`config.mk`:
```
export PLATFORM = sky130hd
export DESIGN_NAME = ram_arbiter
export DESIGN_NICKNAME = d
export VERILOG_FILES = /design/src/rtl/ram_arbiter.sv
export SDC_FILE = /design/constraint.sdc
export NUM_CORES = 1
export LEC_CHECK = 0
export CAP_MARGIN = 10
export CORE_MARGIN = 5
export CORE_UTILIZATION = 33
export DETAILED_ROUTE_END_ITERATION = 7
export PLACE_DENSITY_LB_ADDON = 0.25
export REMOVE_ABC_BUFFERS = 1
export SYNTH_ARGS = -nofsm -noshare
export SYNTH_HDL_FRONTEND = slang
export SYNTH_SLANG_ARGS = --single-unit
```
`constraint.sdc`:
```
create_clock -name CLK -period 1.8 [get_ports CLK]
set_input_delay 0.27 -clock CLK [delete_from_list [all_inputs] [get_ports CLK]]
set_output_delay 0.27 -clock CLK [all_outputs]
set_load 0.02 [all_outputs]
```
`src/rtl/ram_arbiter.sv`:
```
// Two-requester round-robin arbiter for the shared single-port SRAM.
// Each access walks SETUP -> STROBE -> DONE and drives the active-low CE/WE sequence.
`timescale 1ns/1ps
module ram_arbiter #(
    parameter int ADDR_W = 15,
    parameter int DATA_W = 32
) (
    input  logic              CLK,
    input  logic              RST,
    input  logic              REQ0,
    input  logic              REQ1,
    input  logic              WE0,
    input  logic              WE1,
    input  logic [ADDR_W-1:0] ADDR0,
    input  logic [ADDR_W-1:0] ADDR1,
    input  logic [0:DATA_W-1] WDATA0,
    input  logic [0:DATA_W-1] WDATA1,
    output logic              GNT0,
    output logic              GNT1,
    output logic              ACK0,
    output logic              ACK1,
    output logic [0:DATA_W-1] RDATA,
    output logic              BUSY,
    output logic [ADDR_W-1:0] RAM_ADDR,
    output logic              RAM_CE_N,
    output logic              RAM_WE_N,
    output logic [0:DATA_W-1] RAM_DIN,
    output logic              RAM_DRIVE,
    input  logic [0:DATA_W-1] RAM_DOUT,
    output logic [1:0]        DBG_STATE
);

    // Handshake: a requester raises REQ with WE/ADDR/WDATA valid and keeps them
    // until GNT rises; ACK pulses for one cycle when the access completes, and
    // REQ must be low in the cycle after ACK unless another access is wanted.

    typedef enum logic [1:0] {
        IDLE   = 2'd0,
        SETUP  = 2'd1,
        STROBE = 2'd2,
        DONE   = 2'd3
    } state_t;

    state_t              state;
    state_t              state_nx;
    logic                own;
    logic                last;
    logic                we_q;
    logic [ADDR_W-1:0]   addr_q;
    logic [0:DATA_W-1]   wdata_q;
    logic [0:DATA_W-1]   rdata_q;

    logic                elig0;
    logic                elig1;
    logic                take;
    logic                win;

    // In DONE the current owner's REQ is masked so the other side gets a turn.
    always_comb begin
        elig0    = REQ0 && !(state == DONE && own == 1'b0);
        elig1    = REQ1 && !(state == DONE && own == 1'b1);
        take     = (state == IDLE || state == DONE) && (elig0 || elig1);
        win      = (elig0 && elig1) ? !last : elig1;
        state_nx = state;
        case (state)
            IDLE:    if (take) state_nx = SETUP;
            SETUP:   state_nx = STROBE;
            STROBE:  state_nx = DONE;
            DONE:    state_nx = take ? SETUP : IDLE;
            default: state_nx = IDLE;
        endcase
    end

    always_ff @(posedge CLK) begin
        if (RST) begin
            state   <= IDLE;
            own     <= 1'b0;
            last    <= 1'b1;
            we_q    <= 1'b0;
            addr_q  <= '0;
            wdata_q <= '0;
            rdata_q <= '0;
        end else begin
            state <= state_nx;
            if (take) begin
                own     <= win;
                last    <= win;
                we_q    <= win ? WE1 : WE0;
                addr_q  <= win ? ADDR1 : ADDR0;
                wdata_q <= win ? WDATA1 : WDATA0;
            end
            if (state == STROBE && !we_q) begin
                rdata_q <= RAM_DOUT;
            end
        end
    end

    // All outputs decode registered state only, so grants and strobes are glitch-free.
    assign BUSY      = (state != IDLE);
    assign GNT0      = BUSY && (own == 1'b0);
    assign GNT1      = BUSY && (own == 1'b1);
    assign ACK0      = (state == DONE) && (own == 1'b0);
    assign ACK1      = (state == DONE) && (own == 1'b1);
    assign RDATA     = rdata_q;
    assign RAM_ADDR  = addr_q;
    assign RAM_DIN   = wdata_q;
    assign RAM_CE_N  = (state == IDLE);
    assign RAM_WE_N  = !((state == STROBE) && we_q);
    assign RAM_DRIVE = BUSY && we_q;
    assign DBG_STATE = state;

endmodule

```
==> Flow_metrics.wiki <==
{| class="wikitable"
! Metric !! Value
|-
| Part of the power in combinational logic || 0.535
|-
| Number of antenna violations at the first check in global routing || 0
|-
| Residual DRC || 0
|-
| Clock-pin slew of the registers on the worst-case setup and hold paths || 0.08 ns
|-
| Fraction of registers with async set or reset after synthesis || 0
|-
| Kind of critical path || register to register
|-
| # port buffers || 220
|-
| Element type at the critical path end || register
|-
| Deepest clock path buffer count || 2
|-
| Total power per unit cell area || 1340 nW/um^2
|-
| Result of the run || completed
|-
| Placer Congestion || 0.846
|-
| Number of antenna diodes || 0
|-
| Clock share of power || 0.161
|-
| RSZ-0062 raised after global routing || true
|-
| Share of total power consumed by net switching || 0.394
|-
| Number of levels in the clock H-tree || 3
|-
| DIE AREA || 12,900 um^2
|-
| Final ANT Viol Nets || 0
|-
| Number of library cell types mapped by synthesis || 26
|-
| Overall die width || 114 um
|-
| Share of the clock period used by the worst path after layout || 0.980
|-
| Overflow left after global routing || 0
|-
| Endpoints failing setup || 0
|-
| Switching power || 3.45 mW
|-
| Drt pass-1 iters || 6
|-
| Data arrival at the endpoint of the critical path || 1.97 ns
|-
| Post-detail-place hpwl || 9410 um
|-
| Worst setup SP type || register
|-
| Synthesized netlist cell count || 452
|-
| Area of the core || 10,400 um^2
|-
| Die Ht || 114 um
|-
| Warnings from Yosys || 0
|-
| Hold violation total from the final report || 0
|-
| Wire length of the first global-routing pass || 22,700 um
|-
| Count of flip-flops with a built-in enable after synthesis || 0
|-
| Tightest Hold Check Type || input pin to register
|-
| Flip-flop cell with the highest count after synthesis || dfxtp_1
|-
| Violation count after the first detailed-routing iteration || 244
|-
| Starting density of the core || 0.341
|-
| Post-Route Skew || 0.00830 ns
|-
| Area growth from synthesis to layout || 83.4%
|-
| Top-level port count || 221
|-
| Routed wire length per instance || 18.5 um
|-
| Lkg Pwr || 2.41 nW
|-
| Sequential fraction of design power || 0.304
|-
| Routed wire length || 15,000 um
|-
| Sequential share of the synthesized area || 0.474
|-
| Cell-internal power || 5.30 mW
|-
| Top delay family on crit path || buffers and inverters
|-
| Number of nets in the final layout || 809
|-
| Timing-limited maximum frequency || 0.567 GHz
|-
| Slew HR || 0.660
|-
| Most frequent standard cell in the layout excluding fill and tap cells || clkdlybuf4s50_1
|-
| Final Critical Period || 1.76 ns
|-
| Crit-path cells || buf_6, ha_4, nand2b_4, buf_4, a21o_4, bufbuf_16, a21oi_1, a311oi_1
|-
| Highest-count cells in the layout ignoring fill and taps || clkdlybuf4s50_1, nand2_1, dfxtp_1, a21oi_1, a311oi_1
|-
| Netlist area before placement || 3550 um^2
|-
| TritonCTS clock tree || done
|-
| Number of rows created at floorplan || 37
|-
| Vias/cell || 5.20
|-
| Total buffers and inverters traversed by the critical path || 3
|-
| Worst hold-check slack || 0.452 ns
|-
| Overall track demand over capacity in global routing || 0.221
|-
| Slew of the pin with the lowest slew margin || 0.509 ns
|-
| Data required time at the worst endpoint || 2.01 ns
|-
| Max-cap violations || 0
|-
| Root buffer selected by CTS || clkbuf_8
|-
| Placed insts || 788
|-
| Critical path peak fanout || 17
|-
| Cell with the largest stage delay on the worst path || dfxtp_2
|-
| Mean instance size in the synthesized netlist || 7.85 um^2
|-
| Maximum number of pins on one net before global-route repair || 85
|-
| Final Max Tran Viols || 0
|-
| Non-filler cells, final || 812
|-
| Worst VDD drop || 622 uV
|-
| Number of synthesized register bits || 84
|-
| Vias in the first global route || 4,205
|-
| Filler cell count in the final layout || 907
|-
| Share of layout cells above drive strength 1 || 0.121
|-
| CP max stage delay || 0.35 ns
|-
| TritonCTS Sinks || 84
|-
| Latest clock arrival within the worst-skew pair || 0.35 ns
|-
| Share of the core filled with cells || 0.625
|-
| Vias after detailed routing || 4,226
|-
| Clock buffers created by TritonCTS || 9
|}
logic make-up (layout without fill, tap and decap cells):
group / Yosys count / in the layout / share of synthesized area
adder cells (fa/ha/maj): 3 / 3 / 0.0106
buffers and inverters: 48 / 268 / 0.0659
AND/OR/NAND/NOR: 178 / 182 / 0.197
AO/OA/AOI/OAI: 139 / 139 / 0.253
flip-flops: 84 / 84 / 0.474
state kept, by name (all words and copies together), names as in the netlist:
| signal | cells |
|---|---|
| own | 1 |
| last | 1 |
| RDATA | 32 |
| we_q | 1 |
| RAM_DIN | 32 |
| RAM_ADDR | 15 |
| DBG_STATE | 2 |
worst paths after layout:
path | cells past startpoint | to | start | slack (ns)
setup / recovery | 8 | RAM_ADDR[12] | DBG_STATE[0] | 0.04
hold / removal | 3 | own | RST | 0.45
hold reg to reg | 2 | RDATA[12] | RDATA[12] | 0.46
setup reg to reg | 8 | RAM_ADDR[12] | DBG_STATE[0] | 0.04
layer usage:
metal  routed length, um  vias up  track usage
met4                 287        0       0.0633
met5                   0        -            0
met1                5940     1965        0.268
met3                1730       27       0.0902
li1                    -     2018            -
met2                7070      216        0.361
cell usage after synthesis (2+ instances only):
cell type	n	area, um^2
a21oi_1	83	415
a311oi_1	48	420
buf_2	16	80.1
buf_4	3	22.5
buf_6	3	33.8
clkbuf_1	20	75.1
dfxtp_1	84	1680
ha_1	3	37.5
inv_1	5	18.8
nand2_1	163	612
nand2b_1	3	18.8
nand3_1	2	10.0
nand3b_1	2	15.0
nor2_1	2	7.51
nor2b_1	3	18.8
o21ai_0	2	10.0
stage by stage:
step | worst slack (ns) | setup TNS, ns | total power [mW] | area [um^2]
finish | 0.0367 | 0 | 8.74 | 6510
global route | -0.0517 | -0.300 | 9.20 | 6510
CTS | 0.00152 | 0 | 8.61 | 6410
detailed placement | -0.475 | -25.66 | 6.72 | 5950
global placement | -0.378 | -22.54 | 6.65 | 5950
floorplan | -1.21 | -68.82 | 4.59 | 3330
power by group through the flow:
stage	registers, mW	logic (mW)	clock network, mW
6_report	2.66	4.68	1.41
4_1_cts	2.64	4.55	1.43
2_1_floorplan	3.22	1.37	0
3_3_place_gp	2.64	4.01	0
3_5_place_dp	2.66	4.06	0
5_1_grt	2.72	4.97	1.51
tightest hold or removal path, delay by kind of cell:
kind	cells	cell delay [ns]
AO/OA/AOI/OAI	1	0.15
buffers and inverters	2	0.33
cell type report:
class,count,area (um^2),area share
timing repair buffer,250,2590,0.397
multi-input combinational,324,1860,0.285
sequential,84,1680,0.259
tap,136,170,0.0261
clock buffer,10,128,0.0196
clock inverter,3,65.1,0.00999
inverter,5,18.8,0.00288
what timing repair did:
item	4_1_cts	5_1_grt
endpoints found under the hold margin	0	0
hold buffers	0	0
endpoints found under the setup margin	88	63
gates resized for setup	44	25
setup buffers	2	0
gates cloned	8	1
pin swaps	6	25
Power figures use the tool's default switching activity.
